File: config.mk
export PLATFORM = sky130hd
export DESIGN_NAME = lcd1602_byte_writer
export DESIGN_NICKNAME = d
export VERILOG_FILES = /design/src/rtl/lcd1602_byte_writer.sv
export SDC_FILE = /design/constraint.sdc
export NUM_CORES = 1
export LEC_CHECK = 0
export ABC_AREA = 1
export BUFFER_PORTS_ARGS = -buffer_cell sky130_fd_sc_hd__buf_2
export CAP_MARGIN = 20
export CELL_PAD_IN_SITES_DETAIL_PLACEMENT = 1
export CELL_PAD_IN_SITES_GLOBAL_PLACEMENT = 1
export CORE_MARGIN = 4
export CORE_UTILIZATION = 37
export CTS_CLUSTER_DIAMETER = 100
export DETAILED_ROUTE_END_ITERATION = 10
export PLACE_DENSITY = 0.73
export SYNTH_ARGS = -nofsm -noshare
export SYNTH_HDL_FRONTEND = slang
export SYNTH_SLANG_ARGS = --single-unit
File: constraint.sdc
create_clock -name clk -period 1.6 [get_ports clk]
set_input_delay 0.4 -clock clk [delete_from_list [all_inputs] [get_ports clk]]
set_output_delay 0.4 -clock clk [all_outputs]
set_load 0.005 [all_outputs]
File: src/rtl/lcd1602_byte_writer.sv
// HD44780/LCD1602 byte writer: one byte per valid/ready handshake,
// driven with setup, enable-pulse, hold and controller execution wait.
module lcd1602_byte_writer #(
  parameter int SETUP_CYC     = 4,
  parameter int EN_HIGH_CYC   = 25,
  parameter int HOLD_CYC      = 4,
  parameter int EXEC_CYC      = 2000,
  parameter int EXEC_LONG_CYC = 82000,
  parameter int CNT_W         = 20
) (
  input  logic       clk,
  input  logic       rst,
  input  logic       in_valid,
  output logic       in_ready,
  input  logic       in_rs,
  input  logic [7:0] in_data,
  output logic       done,
  output logic       lcd_rs,
  output logic       lcd_rw,
  output logic       lcd_en,
  output logic [7:0] lcd_dat
);

  typedef enum logic [2:0] {
    IDLE, SETUP, EN_HI, HOLD, EXEC
  } state_t;

  localparam logic [CNT_W-1:0] L_SETUP = CNT_W'(SETUP_CYC - 1);
  localparam logic [CNT_W-1:0] L_EN    = CNT_W'(EN_HIGH_CYC - 1);
  localparam logic [CNT_W-1:0] L_HOLD  = CNT_W'(HOLD_CYC - 1);
  localparam logic [CNT_W-1:0] L_X     = CNT_W'(EXEC_CYC - 1);
  localparam logic [CNT_W-1:0] L_XL    = CNT_W'(EXEC_LONG_CYC - 1);

  state_t           r_state;
  logic [CNT_W-1:0] r_cnt;
  logic             r_long;
  logic             w_long;
  logic             w_zero;

  // clear (0x01) and home (0x02/0x03) need the long execution wait
  assign w_long = !in_rs && (in_data == 8'h01 ||
                             in_data == 8'h02 ||
                             in_data == 8'h03);
  assign w_zero = (r_cnt == '0);
  assign lcd_rw = 1'b0;

  always_ff @(posedge clk) begin
    if (rst) begin
      r_state  <= IDLE;
      r_cnt    <= '0;
      r_long   <= 1'b0;
      in_ready <= 1'b0;
      done     <= 1'b0;
      lcd_en   <= 1'b0;
      lcd_rs   <= 1'b0;
      lcd_dat  <= 8'h00;
    end else begin
      done <= 1'b0;
      unique case (r_state)
        IDLE: begin
          if (in_valid && in_ready) begin
            lcd_rs   <= in_rs;
            lcd_dat  <= in_data;
            r_long   <= w_long;
            in_ready <= 1'b0;
            r_cnt    <= L_SETUP;
            r_state  <= SETUP;
          end else begin
            in_ready <= 1'b1;
          end
        end
        SETUP: begin
          if (w_zero) begin
            lcd_en  <= 1'b1;
            r_cnt   <= L_EN;
            r_state <= EN_HI;
          end else begin
            r_cnt <= r_cnt - CNT_W'(1);
          end
        end
        EN_HI: begin
          if (w_zero) begin
            lcd_en  <= 1'b0;
            r_cnt   <= L_HOLD;
            r_state <= HOLD;
          end else begin
            r_cnt <= r_cnt - CNT_W'(1);
          end
        end
        HOLD: begin
          if (w_zero) begin
            r_cnt   <= r_long ? L_XL : L_X;
            r_state <= EXEC;
          end else begin
            r_cnt <= r_cnt - CNT_W'(1);
          end
        end
        EXEC: begin
          if (w_zero) begin
            done     <= 1'b1;
            in_ready <= 1'b1;
            r_state  <= IDLE;
          end else begin
            r_cnt <= r_cnt - CNT_W'(1);
          end
        end
        default: r_state <= IDLE;
      endcase
    end
  end

endmodule

; ---- Yosys cells after proc, flatten, opt, wreduce, memory -nomap -nowiden
; Cells that the tools add are included.
[totals]
regBits = 36
latch_bits = 0
mem_bits_rw = 0
mem_bits_ro = 0
inputBits = 12
output_inout_bits = 13
word_cells = 58
n_memories = 0
[classes]
n_addsub = 1
multipliers = 0
div_mod_pow = 0
magnitude_cmp = 0
n_eq_ne = 13
n_shift = 0
mux = 19
bitwise = 1
reduce_logical = 16
[ops]
columns = operator, count
row1 = 2-to-1 mux 20 bit, 5
row2 = one-hot mux 20 bit (5 select lines), 1
row3 = zero test 20 bit, 1
row4 = subtractor 20 x 1 -> 20 bit (second input constant), 1
row5 = 2-to-1 mux 17 bit, 1
row6 = == test 8 x 2 -> 1 bit (second input constant), 2
row7 = 2-to-1 mux 3 bit, 5
row8 = one-hot mux 3 bit (5 select lines), 1
row9 = != test 2 bit (second input constant), 6
row10 = == test 8 x 1 -> 1 bit (second input constant), 1
row11 = == test 3 x 2 -> 1 bit (second input constant), 2
row12 = AND reduction 3 bit, 2
row13 = AND reduction 5 bit, 1
row14 = nonzero test 5 bit, 1
row15 = 2-to-1 mux 1 bit, 4
row16 = one-hot mux 1 bit (2 select lines), 2
row17 = AND reduction 2 bit, 2
row18 = nonzero test 2 bit, 2
row19 = == test 3 x 1 -> 1 bit (second input constant), 1
row20 = == test 3 bit (second input constant), 1
row21 = zero test 3 bit, 1
row22 = logical AND 1 bit, 2
row23 = logical OR 1 bit, 2
row24 = OR reduction 2 bit, 1
row25 = other kinds (2), 2

; ---- Depth between registers and ports, before layout
[logic_depth]
ltp_word = 4
depth_mapped = 11
ltp_nobuf = 11

; ---- Worst setup path after synthesis
; OpenSTA, ideal clock, no wires.
[synth_timing]
kind = flip-flop to flip-flop
start = reg r_cnt[0]
end = reg r_cnt[15]
setup_time_ns = 0.113
arrival_time_ns = 1.415
required_time_ns = 1.487
path_slack_ns = 0.071
path_stages_with_launch = 12
n_path_buf = 0
synth_period_minus_slack_ns = 1.529
path_cell_list = dfxtp_1 -> inv_1 -> ha_1 -> nand2_1 -> nor2_4 -> nand3_4 -> nor2_4 -> nor2_4 -> nor2_4 -> inv_2 -> o21ai_1 -> nor2_1
[synth_between]
elab_chain_len = 3
[synth_rtl]
columns = element, line_no
row1 = "start, declared", 35  ; logic [CNT_W-1:0] r_cnt;
row2 = "start signal, assigned", 78  ; r_cnt <= r_cnt - CNT_W'(1);
row3 = "start signal, assigned", 87  ; r_cnt <= r_cnt - CNT_W'(1);
row4 = "start signal, assigned", 92  ; r_cnt <= r_long ? L_XL : L_X;
row5 = subtractor 20 x 1 -> 20 bit or zero test 20 bit (tied branches), --
row6 = "2-to-1 mux 20 bit, or another cell as far along", 99  ; if (w_zero) begin
row7 = one-hot mux 20 bit (5 select lines) or AND reduction 3 bit (tied branches), --
; Parallel ways exist; a longest one is shown, timed or not. The select of a mux whose other input is x is not followed.
; A chain may end at the register's enable or synchronous reset.

; ---- Worst setup path in the final report
[layout_timing]
start = reg r_cnt[5]
end = reg r_cnt[10]
; Same word-level chain as after synthesis.

==> summary.md <==
| Metric | Value |
|---|---|
| Maximum resistive drop on vdd | `0.001053 V` |
| Largest stage delay on the critical path | `0.38 ns` |
| Skew final | `0.006103 ns` |
| Largest net degree at the start of global routing | `17` |
| Number of synthesized flops with an enable pin | `0` |
| Final nets | `447` |
| Die Width | `86.09 um` |
| Post-route antenna net violation count | `0` |
| Switching share of power | `0.5097` |
| Initial Util | `0.3810` |
| Place WS | `-0.1665 ns` |
| Crit start category | `register` |
| Period utilization | `1.070` |
| Final slew viol count | `0` |
| First-pass GRT wire length | `13380 um` |
| Fraction of layout cells with a size suffix above 1 | `0.4263` |
| Die area | `7411 um2` |
| Fillers | `793` |
| Leak | `1.564 nW` |
| Total grt overflow | `0` |
| Distinct cell type count after synthesis | `33` |
| Min-delay worst type | `input port to register` |
| DRT Wirelength | `8196 um` |
| First DRT Iteration DRCs | `97` |
| Critical-path maximum fanout | `4` |
| Root Buffer | `clkbuf_8` |
| CTS Hold Buffers Added | `0` |
| Total core area | `5921 um2` |
| Inserted Diodes | `0` |
| Chip Height | `86.09 um` |
| Final Non-Filler Cells | `509` |
| H-tree levels | `2` |
| Commonest non-fill, non-tap cell in the layout | `nand2_1` |
| Total global-route track usage | `0.2299` |
| CP bufs+invs | `2` |
| Area Growth Syn to Fin | `43.76%` |
| Ys async rst share | `0` |
| F_max | `583.9 MHz` |
| Yosys warns | `0` |
| Clock Power Share | `0.088` |
| CP dominant cell by count | `nand2_1` |
| Fin. Hold Viols | `0` |
| Detailed placement HPWL | `5803 um` |
| Fin crit period | `1.713 ns` |
| NetSw | `4.103 mW` |
| Syn_nets | `358` |
| Area of the mapped netlist | `2256 um2` |
| Seq/Total Area, Yosys | `0.3195` |
| # rows | `28` |
| Setup ws final | `-0.1126 ns` |
| Area leader, netlist | `dfxtp_1` |
| TritonCTS clock tree | `yes` |
| Yosys top cell area share | `0.3195` |
| Failing checks | `setup timing` |
| Num ports | `25` |
| Crit end category | `register` |
| Worst-path cell chain | `nor2_4, nand2_4, buf_4, inv_1, nand3_1, nor2_1, nand2_2, nand2_1, nand2_1, a21oi_1` |
| Dominant synthesized flop cell | `dfxtp_1` |
| # placed instances | `490` |
| Critical Path AT | `1.96 ns` |
| RSZ-0062 raised after global routing | `yes` |
| Yosys reg bits | `36` |
| Antenna violations before repair | `0` |
| Most frequent cells in the layout | `nand2_1 (79), buf_4 (61), nor2_1 (48)` |
| Vias in the first global route | `2758` |
| Top post-synthesis cells by area | `dfxtp_1 (32%), nand2_1 (15%), nor2_1 (9.5%)` |
| Maxcap violations | `0` |
| TritonRoute pass-1 iters | `4` |
| Top Family by Delay on Critical Path | `simple AND/OR/NAND/NOR gates` |
| Routed vias/inst | `5.057` |
| Gate Count Post-Synth | `344` |
| PwrDens | `2482 nW/um2` |
| Via Count | `2574` |
| Reg power frac | `0.166` |
| Wire per inst | `16.10 um` |
| Gate power share | `0.746` |
| Outcome | `complete, but fails checks` |
| Worst Path Required | `1.84 ns` |
| Synth Area per Inst | `6.558 um2` |
| Clock transition at path regs | `0.08 ns` |
| Final setup fails | `21` |
| Sink Count | `36` |
| Worst-skew pair later-pin latency | `0.31 ns` |
| WS Path Type | `register to register` |
| CP max stage cell | `dfxtp_4` |
| DRC Markers | `0` |
| P_int | `3.947 mW` |
| CTS buffer count | `5` |
| GP Congestion | `0.8674` |
| Clk buf depth | `2` |
| Port Buf Inserts | `23` |
state kept, by name, indices dropped and copies added, names as in the netlist:
register / count
r_cnt: 20
lcd_dat: 8
r_state: 3
done: 1
in_ready: 1
lcd_en: 1
lcd_rs: 1
r_long: 1
path summary, 6_finish.rpt:
check	to	slack, ns	depth (start not counted)	startpoint
worst max-delay path	r_cnt[10]	-0.11	10	r_cnt[5]
worst min-delay path	lcd_rs	0.32	3	in_rs
worst max register to register	r_cnt[10]	-0.11	10	r_cnt[5]
worst min register to register	lcd_dat[3]	0.48	1	lcd_dat[3]
cells in the mapped netlist (2+ instances only):
master and instances:
nor2_1 57, nand4_1 3, and3_1 2, xor2_1 4
nand2_2 6, nand3_4 2, inv_1 25, clkbuf_1 3
o21ai_0 19, nand3_1 17, dfxtp_1 36, inv_2 8
or2_2 2, o21ai_1 6, nand2_1 91, a21oi_2 3
nor2_4 13, nor3_1 5, nor4_1 3, o21a_1 2
nor2_2 9, a21oi_1 16, ha_1 2
logic make-up (layout without fill, tap and decap cells):
family	Yosys count	after routing	share of synthesized area
and+or+nand+nor	214	214	0.4637
AOI/OAI and AO/OA	48	48	0.1165
buffers and inverters	38	128	0.06822
DFF	36	36	0.3195
xor gates and xnor gates	5	5	0.01941
adders and majority gates	2	2	0.01109
other	1	1	0.001662
metrics by stage:
stage | TNS, ns | hold WS, ns | power, mW | utilization | area (um2)
after floorplan | 0 | 0.4449 | 4.306 | - | 2256
after global placement | -0.4215 | 0.4470 | 5.976 | 0.4806 | 2845
after detailed placement | -1.724 | 0.4644 | 6.159 | 0.4806 | 2845
after CTS | -0.09279 | 0.3247 | 7.453 | 0.5256 | 3112
after global routing | -2.958 | 0.3326 | 8.661 | 0.5478 | 3243
final | -1.082 | 0.3250 | 8.049 | 0.5478 | 3243
power groups by stage:
stage | Combinational [mW] | Sequential (mW) | Clock, mW
final | 6.00 | 1.34 | 0.708
after global routing | 6.52 | 1.37 | 0.769
after CTS | 5.41 | 1.33 | 0.720
after detailed placement | 4.84 | 1.32 | 0
after global placement | 4.67 | 1.30 | 0
after floorplan | 2.99 | 1.32 | 0
area by class of cell:
class | count | area [um2] | area share
Multi-Input combinational cell | 270 | 1577 | 0.4861
Sequential cell | 36 | 735.7 | 0.2269
Timing Repair Buffer | 87 | 615.6 | 0.1898
Inverter | 33 | 128.9 | 0.03974
Tap cell | 75 | 93.84 | 0.02894
Clock buffer | 5 | 68.82 | 0.02122
Clock inverter | 3 | 23.77 | 0.007330
routing by layer:
| layer | share of wire | vias to the layer above | global-route usage |
|---|---|---|---|
| met5 | 0 | - | 0 |
| met4 | 0.030 | 0 | 0.07914 |
| met3 | 0.027 | 21 | 0.04419 |
| met2 | 0.53 | 43 | 0.4324 |
| met1 | 0.41 | 1234 | 0.2542 |
| li1 | - | 1276 | - |
repair_timing:
item / CTS / global route
setup endpoints to repair: 23 / 24
pin swaps: 15 / 12
setup buffers: 9 / 2
gates resized for setup: 38 / 33
worst min-delay path, cell delays in order:
cell and delay [ns]:
buf_2 0.09, nor2_1 0.04, nor2_1 0.08
(Power assumes the default switching activity.)
